===== src/rtl/voting_pkg.sv =====
// Shared types and constants for the voting session controller.
package voting_pkg;

  typedef enum logic [2:0] {
    IDLE,
    READY,
    ARMED,
    CAST,
    CLOSED
  } session_state_t;

  localparam int N_CANDIDATES = 3;
  localparam int CNT_W_DEF    = 32;

endpackage


===== src/rtl/vote_edge_detect.sv =====
// Registers the previous button levels every cycle and flags rising edges.
module vote_edge_detect #(
  parameter int N = 3
) (
  input  logic         clk,
  input  logic         rst,
  input  logic [N-1:0] btn_i,
  output logic [N-1:0] rise_o
);

  logic [N-1:0] prev_q;

  always_ff @(posedge clk) begin
    if (!rst) prev_q <= '0;
    else      prev_q <= btn_i;
  end

  assign rise_o = btn_i & ~prev_q;

endmodule


===== src/rtl/voting_session_ctrl.sv =====
// Election session sequencer: one vote pulse per issued ballot, plus tallies.
// Ballot expiry is built only when VOTE_TIMEOUT_EN is defined.
module voting_session_ctrl
  import voting_pkg::*;
#(
  parameter int TIMEOUT_CYCLES = 1000,
  parameter int CNT_W          = CNT_W_DEF
) (
  input  logic             clk,
  input  logic             rst,
  input  logic             i_open_polls,
  input  logic             i_issue_ballot,
  input  logic             i_close_polls,
  input  logic             i_candidate_1,
  input  logic             i_candidate_2,
  input  logic             i_candidate_3,
  output logic             o_vote_1,
  output logic             o_vote_2,
  output logic             o_vote_3,
  output logic             o_voting_over,
  output logic             o_ballot_armed,
  output logic [CNT_W-1:0] o_voters,
  output logic [CNT_W-1:0] o_spoiled,
  output logic [CNT_W-1:0] o_expired
);

  logic [N_CANDIDATES-1:0] btn, rise;
  logic                    single_edge, multi_edge;

  session_state_t          state_q, state_d;
  logic [N_CANDIDATES-1:0] cand_q, cand_d;
  logic [CNT_W-1:0]        voters_q, voters_d;
  logic [CNT_W-1:0]        spoiled_q, spoiled_d;

  assign btn = {i_candidate_3, i_candidate_2, i_candidate_1};

  vote_edge_detect #(.N(N_CANDIDATES)) u_edge (
    .clk    (clk),
    .rst    (rst),
    .btn_i  (btn),
    .rise_o (rise)
  );

  assign single_edge = ($countones(rise) == 1);
  assign multi_edge  = ($countones(rise) > 1);

`ifdef VOTE_TIMEOUT_EN
  localparam int TMO_W = $clog2(TIMEOUT_CYCLES);

  logic [TMO_W-1:0] tmo_q;
  logic [CNT_W-1:0] expired_q, expired_d;
  logic             timeout_hit;

  assign timeout_hit = (tmo_q == TMO_W'(TIMEOUT_CYCLES - 1));

  // Held at zero outside ARMED, so it is already clear on ARMED entry.
  always_ff @(posedge clk) begin
    if (!rst) begin
      tmo_q     <= '0;
      expired_q <= '0;
    end else begin
      tmo_q     <= (state_q == ARMED) ? tmo_q + TMO_W'(1) : '0;
      expired_q <= expired_d;
    end
  end

  assign o_expired = expired_q;
`else
  assign o_expired = '0;
`endif

  always_ff @(posedge clk) begin
    if (!rst) begin
      state_q   <= IDLE;
      cand_q    <= '0;
      voters_q  <= '0;
      spoiled_q <= '0;
    end else begin
      state_q   <= state_d;
      cand_q    <= cand_d;
      voters_q  <= voters_d;
      spoiled_q <= spoiled_d;
    end
  end

  always_comb begin
    state_d   = state_q;
    cand_d    = cand_q;
    voters_d  = voters_q;
    spoiled_d = spoiled_q;
`ifdef VOTE_TIMEOUT_EN
    expired_d = expired_q;
`endif
    case (state_q)
      IDLE: if (i_open_polls) state_d = READY;
      READY: begin
        if (i_close_polls)       state_d = CLOSED;
        else if (i_issue_ballot) state_d = ARMED;
      end
      // Order sets priority: single press > spoil > close > expiry.
      ARMED: begin
        if (single_edge) begin
          state_d = CAST;
          cand_d  = rise;
        end else if (multi_edge) begin
          state_d   = READY;
          spoiled_d = spoiled_q + CNT_W'(1);
        end else if (i_close_polls) begin
          state_d = CLOSED;
        end
`ifdef VOTE_TIMEOUT_EN
        else if (timeout_hit) begin
          state_d   = READY;
          expired_d = expired_q + CNT_W'(1);
        end
`endif
      end
      CAST: begin
        state_d  = READY;
        voters_d = voters_q + CNT_W'(1);
      end
      CLOSED:  state_d = CLOSED;
      default: state_d = IDLE;
    endcase
  end

  assign o_vote_1       = (state_q == CAST) & cand_q[0];
  assign o_vote_2       = (state_q == CAST) & cand_q[1];
  assign o_vote_3       = (state_q == CAST) & cand_q[2];
  assign o_voting_over  = (state_q == CLOSED);
  assign o_ballot_armed = (state_q == ARMED);
  assign o_voters       = voters_q;
  assign o_spoiled      = spoiled_q;

endmodule


===== config.mk =====
export PLATFORM = sky130hd
export DESIGN_NAME = voting_session_ctrl
export DESIGN_NICKNAME = d
export VERILOG_FILES = /design/src/rtl/voting_pkg.sv /design/src/rtl/vote_edge_detect.sv /design/src/rtl/voting_session_ctrl.sv
export SDC_FILE = /design/constraint.sdc
export NUM_CORES = 1
export LEC_CHECK = 0
export ABC_AREA = 1
export CORE_AREA = 2 2 102 104
export CTS_CLUSTER_SIZE = 14
export DETAILED_ROUTE_END_ITERATION = 8
export DIE_AREA = 0 0 104 106
export PLACE_DENSITY_LB_ADDON = 0.08
export SLEW_MARGIN = 20
export SYNTH_ARGS = -nofsm -noshare
export SYNTH_HDL_FRONTEND = slang
export SYNTH_HIERARCHICAL = 1
export SYNTH_SLANG_ARGS = --single-unit

===== constraint.sdc =====
create_clock -name clk -period 2.6 [get_ports clk]
set_clock_uncertainty 0.15 [all_clocks]
set_input_delay 0.52 -clock clk [delete_from_list [all_inputs] [get_ports clk]]
set_output_delay 0.52 -clock clk [all_outputs]
set_load 0.05 [all_outputs]

; Word level (Yosys, flattened, before mapping)
; Index checks and enable logic that the tools add are counted.
[op_classes]
add_sub_neg = 4
n_lt_le_gt_ge = 1
n_eq_ne = 8
n_mux = 7
bitwise = 6
n_reduce_logical = 4
[ops]
columns = cell, n
row1 = $add A32 B1 Y32 const B, 2
row2 = $eq A32 B2 Y1 const B, 1
row3 = $mux W3, 6
row4 = $pmux W3 S5, 1
row5 = $eq A3 B2 Y1 const B, 2
row6 = $reduce_and A3 Y1, 2
row7 = $ne A4 B2 Y1 const B, 1
row8 = $add A2 B1 Y3, 1
row9 = $and A1 B1 Y1, 3
row10 = $and A3 B3 Y3, 1
row11 = $eq A3 B1 Y1 const B, 1
row12 = $eq A3 B3 Y1 const B, 1
row13 = $gt A3 B1 Y1 const B, 1
row14 = $logic_not A3 Y1, 1
row15 = $ne A3 B3 Y1 const B, 1
row16 = $not A3 Y3, 1
row17 = $add A1 B1 Y2, 1
row18 = $ne A2 B2 Y1 const B, 1
row19 = $reduce_and A2 Y1, 1
row20 = $not A1 Y1, 1
[totals]
ff_bits = 73
input_bits = 8

; Logic depth before layout (Yosys ltp)
[depth]
ltp_word = 8
ltp_mapped = 12
ltp_nobuf = 12

; Hierarchy
; The synthesis kept the hierarchy.
[by_module_without_submodules]
columns = module, n_inst, cells_per_inst, area_per_inst_um2
row1 = voting_session_ctrl, 1, 662, 4172.8
row2 = vote_edge_detect, 1, 15, 112.6

; Worst setup path before layout
; No wires, ideal clock.
[synth_timing]
kind = register to output
startpoint = register state_q[2]
endpoint = output port o_voting_over
arrival_ns = 1.611
path_slack_ns = 0.319
stages_incl_launch_ff = 3
n_path_buf = 0
cell_sequence = dfxtp_1 inv_2 nor3_1
[synth_between]
elab_chain_len = 1
[synth_lines]
columns = element, line_no
row1 = "start, declared", voting_session_ctrl.sv:30  ; session_state_t state_q, state_d;
row2 = "start signal, assigned", voting_session_ctrl.sv:79  ; state_q <= state_d;
row3 = $eq A3 B3 Y1, voting_session_ctrl.sv:130  ; assign o_voting_over = (state_q == CLOSED);
row4 = "end, declared", voting_session_ctrl.sv:20  ; output logic o_voting_over,
; Every way passes these cells.

; Final worst setup path
[layout_timing]
startpoint = input port i_candidate_1
endpoint = register spoiled_q[6], in the netlist o_spoiled[6]
[layout_between]
elab_chain_len = 6
elab_cells_between_ends = 7
[layout_lines]
columns = element, line_no
row1 = "start, declared", voting_session_ctrl.sv:14  ; input logic i_candidate_1,
row2 = $and A3 B3 Y3 *, vote_edge_detect.sv:18  ; assign rise_o = btn_i & ~prev_q;
row3 = net rise[0], voting_session_ctrl.sv:27  ; logic [N_CANDIDATES-1:0] btn, rise;
row4 = $add A1 B1 Y2 (not written as such) *, "voting_session_ctrl.sv:44, voting_session_ctrl.sv:45"
row5 = $add A2 B1 Y3 (not written as such) *, "voting_session_ctrl.sv:44, voting_session_ctrl.sv:45"
row6 = $eq A32 B2 Y1, voting_session_ctrl.sv:44  ; assign single_edge = ($countones(rise) == 1);
row7 = $not A1 Y1 (no source line), -
row8 = $reduce_and A3 Y1 (no source line) *, -
row9 = "end signal, assigned", voting_session_ctrl.sv:82  ; spoiled_q <= spoiled_d;
row10 = "end, declared", voting_session_ctrl.sv:33  ; logic [CNT_W-1:0] spoiled_q, spoiled_d;
; Mark *: on every way through the listed nets, which the timed path passes. The rest lies on a longest branch.
; A chain may end at the register's enable or synchronous reset.

==> flow_summary.toml <==
[routing]
routedWlPerCell_um = 11.7
ant_nets = 0
routed_wl_mm = 10.7
vias = 4355
drcViolationCount = 0
viasPerCell = 4.77
drt_iter0_markers = 142
dr.pass1.iters = 4

[finish]
fin_nets = 783
fillCellCount = 1048
diodes = 0
fin_util_pct = 53.6
drive_above_1_share_pct = 8.49
syn_to_final_growth_pct = 25.1

[setup_path]
crit_slowest_cell = "clkdlybuf4s50_1"
path_class = "in -> reg"
required_ps = 2700
critical_path_buf_inv_count = 5
cpPeakStageDelay_ps = 470
cp.arrival_ps = 2520
crit_chain = "clkdlybuf4s50_1 -> inv_1 -> nor2_2 -> inv_1 -> fa_1 -> inv_2 -> nand3_4 -> buf_4 -> nor3_1 -> nand2_1 -> nand2_1 -> a21oi_1"
startpoint_type = "input port"
cp_max_fo = 7
crit_family = "buffers and inverters"
end_kind = "flip-flop"

[yosys]
yosysMostFrequentCell = "nand2_1"
synthArstFlopShare_pct = 0
syn_area_sq_mm = 0.00429
synthCells = 677
synthFlopType = "dfxtp_1"
synth_largest_area_cell = "dfxtp_1"
avgSynthCellArea_sq_um = 6.33
ys_types = 32
synth-simple-area-share_pct = 41.0
yosys-top-cells-area = "dfxtp_1 (34%), nand2_1 (12%), nor2_1 (12%), inv_1 (8.8%), nand3_1 (6.1%)"
synth_edf_count = 0
synth-xor-area-share_pct = 0.409
synth-seq-area-share_pct = 34.1
synth.ff_latch_count = 73
synth_top_family_by_area = "simple AND/OR/NAND/NOR gates"
synth-compound-area-share_pct = 7.85
yosys_warnings = 6
netlist.area_leader.share_pct = 34.1
synthTopCellsByCount = "nand2_1 (141), nor2_1 (134), inv_1 (101), dfxtp_1 (73), nand3_1 (52)"
synth_adder_area_share_pct = 1.05
synthMuxAreaShare_pct = 0

[sta]
finalCriticalPeriod_ps = 2420
setup_viol = 0
slew_headroom_pct = 55.6
worst_slew_pin_slew_ps = 665
hold_viol_final = 0
fmax_ghz = 0.413
drv_slew = 0
tns_ps = 0
fin_crit_sh_pct = 93.1

[clocking]
cts_buffers = 9
clkLatencyLatePin_ps = 360
htree_levels = 3
cts_hold_buf = 0
cts_sinks = 73
path_clk_slew_ps = 80
cts_buffer_depth = 2
clockRootBuffer = "clkbuf_8"
cts_tree = "done"

[place]
port_buffers = 76
hpwl_mm = 7.89
gp_congestion = 0.855

[flow_run]
maxCapViolCount = 0

[power]
p_int_mw = 1.52
leakagePower_nw = 2.11
combPwrFrac_pct = 11.1
switching_share_pct = 29.7
p_per_area_mw_per_mm2 = 404
seqPwrFrac_pct = 52.5
switchingPower_mw = 0.643
ir_drop_mv = 0.197
p_clk_share_pct = 36.3

[floorplanning]
die_w_um = 104
core_area_sq_mm = 0.0100
num_io_pins = 109
die_h_um = 106
fp-row-count = 37
start_util_pct = 42.9
dieArea_sq_mm = 0.0110

[worst_hold_path]
worstHoldPathType = "reg -> reg"

[global_route]
grt_max_degree = 52
grt_pass1_wl_mm = 18.0
grt_pass1_vias = 4004
grt_usage_pct = 19.8
grt_antenna_before_repair = 0
grt.overflow.total = 0

[outcome]
outcome = "completed"
flip-flops by register name, summed over array words and instances, names as in the netlist:
signal / flops
o_voters: 32
state_q: 3
cand_q: 3
u_edge/prev_q: 3
o_spoiled: 32
cells by family after synthesis:
logic type / count (synthesis)
buf+inv: 143
simple gates: 392
fa+ha+maj: 3
flops: 73
other cells: 1
compound gates: 63
xor+xnor: 2
worst reg2reg max path, delay by kind of cell (launching register included):
kind | cells | cell delay (ps)
compound gates | 1 | 40
fa+ha+maj | 1 | 450
buf+inv | 3 | 400
simple gates | 5 | 610
flops | 1 | 310
power by group through the flow:
stage / Sequential (mW) / Clock, mW / Combinational, mW
2_1_floorplan: 1.17 / 0 / 0.224
3_3_place_gp: 1.16 / 0 / 0.233
3_5_place_dp: 1.16 / 0 / 0.235
4_1_cts: 1.14 / 0.815 / 0.236
5_1_grt: 1.14 / 0.866 / 0.263
6_report: 1.14 / 0.787 / 0.241
through the flow:
stage / worst slack, ps / instance area [sq um] / hold slack, ps / cells / total power [mW]
after detailed placement: -214 / 5150 / 306 / 895 / 1.40
after CTS: 164 / 5320 / 320 / 911 / 2.19
after global routing: -9.62 / 5360 / 348 / 913 / 2.27
after floorplan: 319 / 4400 / 280 / 708 / 1.39
final: 180 / 5360 / 314 / 913 / 2.17
after global placement: -144 / 5150 / 297 / 895 / 1.40
area by class of cell:
| class | instances | area, sq um | share of cell area, % |
|---|---|---|---|
| Multi-Input combinational cell | 493 | 2310 | 43.1 |
| Sequential cell | 73 | 1460 | 27.3 |
| Timing Repair Buffer | 92 | 868 | 16.2 |
| Inverter | 103 | 387 | 7.21 |
| Tap cell | 136 | 170 | 3.18 |
| Clock buffer | 11 | 131 | 2.45 |
| Clock inverter | 5 | 32.5 | 0.607 |
worst paths after layout:
kind / startpoint / to / slack [ps] / cells after the start
setup / recovery: i_candidate_1 / o_spoiled[6]$_SDFFE_PN0P_ / 180 / 12
hold reg to reg: cand_q[2]$_SDFFE_PN0P_ / cand_q[2]$_SDFFE_PN0P_ / 310 / 2
setup reg to reg: u_edge/prev_q[0]$_SDFF_PN0_ / o_spoiled[6]$_SDFFE_PN0P_ / 540 / 10
hold / removal: cand_q[2]$_SDFFE_PN0P_ / cand_q[2]$_SDFFE_PN0P_ / 310 / 2
per-layer routing:
metal	vias up	global-route usage, %	share of wire (%)
met3	17	2.94	4.8
met2	110	34.4	48
met5	-	0	0
met1	1955	24.7	45
li1	2273	-	-
met4	0	7.82	2.1
cell usage in the layout (no fill, tap or decap), types with 21 or more instances in the layout:
master,instances
a21oi_1,28
clkdlybuf4s50_1,71
nor2_1,133
nand4_1,21
conb_1,32
dfxtp_1,73
nand3_1,52
buf_4,21
o21ai_0,25
nand2_1,141
inv_1,100
timing repair:
action                     CTS  global route
buffers inserted             0             1
setup endpoints to repair    0             8
resized for setup            0             6
No activity file was read; power rests on OpenSTA's default activity.
==> RTL edit 1: new RTL, same flow settings <==
The package constant `CNT_W_DEF` goes from 32 to 24.
--- a/src/rtl/voting_pkg.sv
+++ b/src/rtl/voting_pkg.sv
@@ -10,7 +10,7 @@
   } session_state_t;
 
   localparam int N_CANDIDATES = 3;
-  localparam int CNT_W_DEF    = 32;
+  localparam int CNT_W_DEF    = 24;
 
 endpackage
 
Interface: changed (resized o_expired, o_spoiled and o_voters); port bits go from 109 to 85. No check against the original RTL was run, so the function may have changed too.
==> RTL edit 1 against the unedited design <==
- area after synthesis is 25% lower
- synthesized cell count is 25% lower
- power is 5.6% lower
- final area is 23% lower
- routed wire length is 30% lower
- largest cell class unchanged
- via count is 29% lower
- sequential cell count is 16 lower
- worst setup slack better by 0.066 ns
- clock power is 16% higher
==> RTL edit 1: results (changes against the unedited design) <==
metric;value;unit;change
number of warning messages in the yosys log;6;;unchanged
worst vdd rail ir drop;0.188;mV;-4.8%
insertion delay of the later-clocked pin in the worst-skew pair;0.34;ns;-0.02 ns
Synth Area in Adders;1.40;%;+0.35 points
outcome;finished clean;;
number of vias after detailed routing;3100;;-29%
share of the yosys chip area belonging to registers;35.5;%;+1.4 points
proportion of synthesized area in mux cells;0;%;unchanged
post-CTS sizing;0;;unchanged
vias in the first global route;2948;;-26%
GR Util All Layers;14.3;%;-5.5 points
Inserted Clock Buffers;9;;unchanged
global-route wire length before repair;13.1;mm;-27%
share of layout cells above drive strength 1;6.50;%;-2.0 points
synth cell count leaders;sky130_fd_sc_hd__nand2_1 (124), sky130_fd_sc_hd__nor2_1 (92), sky130_fd_sc_hd__inv_1 (83), sky130_fd_sc_hd__dfxtp_1 (57), sky130_fd_sc_hd__nand3_1 (35);;
final weighted congestion of routability-driven global placement;0.805;;-5.8%
xor-xnor portion of the synthesized cell area;0.817;%;+0.41 points
initial antenna violation count;0;;unchanged
top area cells in the synthesized netlist;sky130_fd_sc_hd__dfxtp_1 (35%), sky130_fd_sc_hd__nand2_1 (14%), sky130_fd_sc_hd__nor2_1 (11%), sky130_fd_sc_hd__inv_1 (9.7%), sky130_fd_sc_hd__buf_4 (5.6%);;
final-stage net count;591;;-25%
total wire length after detailed routing;7.47;mm;-30%
Setup Buffers After CTS;0;;unchanged
clock tree buffer depth;2;;unchanged
main flop type after synthesis;sky130_fd_sc_hd__dfxtp_1;;
estimated wirelength of the detail-placed design;5.53;mm;-30%
Synth async-reset ratio;0;%;unchanged
number of buffers added on ports;60;;-21%
Least-Margin Pin Slew;0.512;ns;-0.153 ns
first-pass iteration count of the detailed router;4;;unchanged
leakage power of the design;1.78;nW;-15%
final antenna diode count;0;;unchanged
share of the synthesized area in compound gates (AO/OA/AOI/OAI);6.85;%;-1.0 points
path category of the worst min-delay check;flop to flop;;
iteration-0 DRC count of the detailed router;50;;-65%
count of different cell masters after synthesis;29;;-9.4%
root buffer selected by CTS;sky130_fd_sc_hd__clkbuf_8;;
number of H-tree levels;3;;unchanged
clock slew at the register clock pins of the worst setup and hold paths;0.08;ns;about the same
largest net degree at the start of global routing;25;;-52%
CP Max Fanout;14;;+7
data arrival at the endpoint of the critical path;2.47;ns;-0.05 ns
==> RTL edit 1: area by class of cell <==
class	count	area, sq um
clock buffers	10	128
clock inverters	6	82.6
fillers	1112	5880
inverters	86	323
multi-input cells	359	1620
flip-flops and latches	57	1140
well taps	136	170
repair buffers	67	663
==> RTL edit 1: logic make-up (layout without fill, tap and decap cells) <==
family	after synthesis	after routing
AND/OR/NAND/NOR	287	287
buffers and inverters	117	169
flip-flops	57	57
adder cells (fa/ha/maj)	3	3
AO/OA/AOI/OAI	42	42
other	1	24
XOR/XNOR	3	3
==> RTL edit 1: worst paths after layout <==
kind,from,to,slack (ns),cells after the start
hold / removal,cand_q[2]$_SDFFE_PN0P_,cand_q[2]$_SDFFE_PN0P_,0.31,2
setup / recovery,i_candidate_1,o_spoiled[16]$_SDFFE_PN0P_,0.25,12
setup reg to reg,u_edge/prev_q[0]$_SDFF_PN0_,o_spoiled[16]$_SDFFE_PN0P_,0.62,10
hold reg to reg,cand_q[2]$_SDFFE_PN0P_,cand_q[2]$_SDFFE_PN0P_,0.31,2
==> RTL edit 1: where the power goes <==
| part | total (W) | internal, W | switching (W) |
|---|---|---|---|
| clock network | 0.000913 | 0.000535 | 0.000378 |
| registers | 0.000901 | 0.000886 | 0.0000148 |
| logic | 0.000231 | 0.0000582 | 0.000173 |
| total | 0.00205 | 0.00148 | 0.000566 |
==> RTL edit 1: layer usage <==
layer / share of wire, % / global-route usage (%)
met1: 49 / 18.0
met2: 46 / 23.9
met3: 4.3 / 3.74
met4: 0.76 / 4.63
met5: 0 / 0
==> RTL edit 1: stage by stage <==
step / std cells / total power, W / setup slack [ns] / area [sq um]
CTS: 721 / 0.00208 / 0.0209 / 4120
floorplan: 533 / 0.00113 / 0.476 / 3300
global route: 721 / 0.00215 / 0.0336 / 4120
global placement: 705 / 0.00115 / -0.0999 / 3910
detailed placement: 705 / 0.00115 / -0.121 / 3910
finish: 721 / 0.00205 / 0.246 / 4120
==> RTL edit 1: worst max-delay path, cell delays in order <==
cell	delay, ns
sky130_fd_sc_hd__clkdlybuf4s50_1	0.48
sky130_fd_sc_hd__inv_1	0.05
sky130_fd_sc_hd__nor2_2	0.08
sky130_fd_sc_hd__inv_1	0.06
sky130_fd_sc_hd__fa_1	0.43
sky130_fd_sc_hd__inv_1	0.12
sky130_fd_sc_hd__nand3_4	0.11
sky130_fd_sc_hd__nor2_4	0.26
sky130_fd_sc_hd__nand3_1	0.13
sky130_fd_sc_hd__nand2_1	0.09
sky130_fd_sc_hd__nand2_1	0.06
sky130_fd_sc_hd__nor2_1	0.07
==> RTL edit 2: new RTL, same flow settings <==
Without the edit above. Put a register stage on the outputs `o_vote_1`, `o_vote_2`, `o_vote_3`, `o_voting_over` and `o_ballot_armed`, with the module's reset. The values now appear one clock later. The other outputs are not delayed to match.
--- a/src/rtl/voting_session_ctrl.sv
+++ b/src/rtl/voting_session_ctrl.sv
@@ -124,11 +124,21 @@
     endcase
   end
 
-  assign o_vote_1       = (state_q == CAST) & cand_q[0];
-  assign o_vote_2       = (state_q == CAST) & cand_q[1];
-  assign o_vote_3       = (state_q == CAST) & cand_q[2];
-  assign o_voting_over  = (state_q == CLOSED);
-  assign o_ballot_armed = (state_q == ARMED);
+  always_ff @(posedge clk) begin
+    if (!rst) begin
+      o_vote_1       <= '0;
+      o_vote_2       <= '0;
+      o_vote_3       <= '0;
+      o_voting_over  <= '0;
+      o_ballot_armed <= '0;
+    end else begin
+      o_vote_1       <= (state_q == CAST) & cand_q[0];
+      o_vote_2       <= (state_q == CAST) & cand_q[1];
+      o_vote_3       <= (state_q == CAST) & cand_q[2];
+      o_voting_over  <= (state_q == CLOSED);
+      o_ballot_armed <= (state_q == ARMED);
+    end
+  end
   assign o_voters       = voters_q;
   assign o_spoiled      = spoiled_q;
 
Function: changed (a bounded check fails within 4 cycles, from zero or initial values and one cycle with rst low).
==> RTL edit 2 against the unedited design <==
- final area is 0.44% higher
- sequential share of layout area rose by 1.7 points
- fmax decreased by 0.80%
- sequential cell count grew 5
- worst setup slack worse by 0.019 ns
- utilization is 0.24 points higher
- first-iteration DRC count shrank 11%
- critical path depth fell by 1
- die area stayed put
- power up 16%
- area after synthesis rose by 0.50%
- routed wire length decreased by 1.6%
- synthesized cell count down 2.4%
==> RTL edit 2: results (changes against the unedited design) <==
metric;value;unit;change
top area cells in the synthesized netlist;sky130_fd_sc_hd__dfxtp_1 (36%), sky130_fd_sc_hd__nand2_1 (12%), sky130_fd_sc_hd__nor2_1 (10%), sky130_fd_sc_hd__inv_1 (8.5%), sky130_fd_sc_hd__nand3_1 (5.9%);;
estimated wirelength of the detail-placed design;8.00;mm;+1.4%
critical path launch point;i_candidate_1;;
final weighted congestion of routability-driven global placement;0.866;;+1.3%
synth cell count leaders;sky130_fd_sc_hd__nand2_1 (133), sky130_fd_sc_hd__nor2_1 (115), sky130_fd_sc_hd__inv_1 (97), sky130_fd_sc_hd__dfxtp_1 (78), sky130_fd_sc_hd__nand3_1 (51);;
share of the yosys chip area belonging to registers;36.3;%;+2.2 points
critical register-to-register path startpoint;u_edge/prev_q[0]$_SDFF_PN0_;;
post-route fraction of the period consumed by the critical path;93.8;%;+0.75 points
endpoint of the most critical setup path;o_spoiled[24]$_SDFFE_PN0P_;;
share of layout cells above drive strength 1;7.29;%;-1.2 points
count of different cell masters after synthesis;34;;+6.3%
average vias per placed instance;4.71;;-1.3%
filler cell count;1008;;-3.8%
CP Max Fanout;8;;+1
leakage power of the design;2.08;nW;-1.1%
data arrival at the endpoint of the critical path;2.53;ns;about the same
worst hold slack;0.297;ns;-0.0161 ns
non-filler cells, final;890;;-2.5%
Gate Count Post-Synth;661;;-2.4%
worst vdd rail ir drop;0.214;mV;+8.6%
number of placed instances, taps included;873;;-2.5%
Worst Hold Path EP;o_vote_2$_SDFF_PN0_;;
GR Util All Layers;19.2;%;-0.64 points
global-route wire length before repair;17.5;mm;-3.1%
first-pass iteration count of the detailed router;4;;unchanged
post-placement worst setup slack;-0.253;ns;-0.0394 ns
placed cell areas;5140;sq um;-0.24%
outcome;finished clean;;
total wire length after detailed routing;10.5;mm;-1.6%
vias in the first global route;3856;;-3.7%
critical hold path startpoint;cand_q[1]$_SDFFE_PN0P_;;
R2R depth;9;;-1
iteration-0 DRC count of the detailed router;126;;-11%
final-stage net count;760;;-2.9%
worst slew margin relative to its limit;58.5;%;+2.9 points
largest net degree at the start of global routing;35;;-33%
number of warning messages in the yosys log;6;;unchanged
cell depth of the worst hold path;2;;unchanged
## RTL edit 2: repair_timing
action | CTS | global route
hold endpoints to repair | 0 | 0
resized for setup | 0 | 3
hold buffers | 0 | 0
setup endpoints to repair | 0 | 8
buffers inserted | 0 | 1
## RTL edit 2: worst register-to-register path, cell delays in order, from the launching register on
cell and delay, ns:
sky130_fd_sc_hd__dfxtp_1 0.31, sky130_fd_sc_hd__nor2_2 0.11, sky130_fd_sc_hd__inv_1 0.06, sky130_fd_sc_hd__fa_1 0.44, sky130_fd_sc_hd__inv_1 0.13, sky130_fd_sc_hd__nand3_4 0.16
sky130_fd_sc_hd__nor2_4 0.25, sky130_fd_sc_hd__nand3b_1 0.13, sky130_fd_sc_hd__o21ai_0 0.17, sky130_fd_sc_hd__nor2_1 0.06
## RTL edit 2: final cells by class
class	count	area [sq um]	area share, %
Clock inverter	6	93.8	1.74
Inverter	99	372	6.90
Timing Repair Buffer	85	823	15.3
Multi-Input combinational cell	476	2220	41.3
Tap cell	136	170	3.16
Clock buffer	10	138	2.56
Sequential cell	78	1560	29.0
## RTL edit 2: report_power, final
group          internal, W  switching, W
clock             0.000574      0.000484
combinational    0.0000493      0.000188
sequential         0.00120     0.0000108
## RTL edit 2: per-layer routing
layer	vias up	GRT usage [%]	wire, microns
met2	92	34.4	5130
li1	2203	-	-
met4	0	7.63	205
met1	1878	23.0	4740
met5	-	0	0
met3	19	3.00	432
## RTL edit 2: kinds of logic after synthesis
logic type               count (synthesis)  synth area share (%)
AO/OA/AOI/OAI                           74                  8.77
XOR/XNOR                                 4                 0.814
adder cells (fa/ha/maj)                  3                  1.05
buffers and inverters                  138                  14.8
flip-flops                              78                  36.3
other                                    1                0.0871
AND/OR/NAND/NOR                        363                  38.2
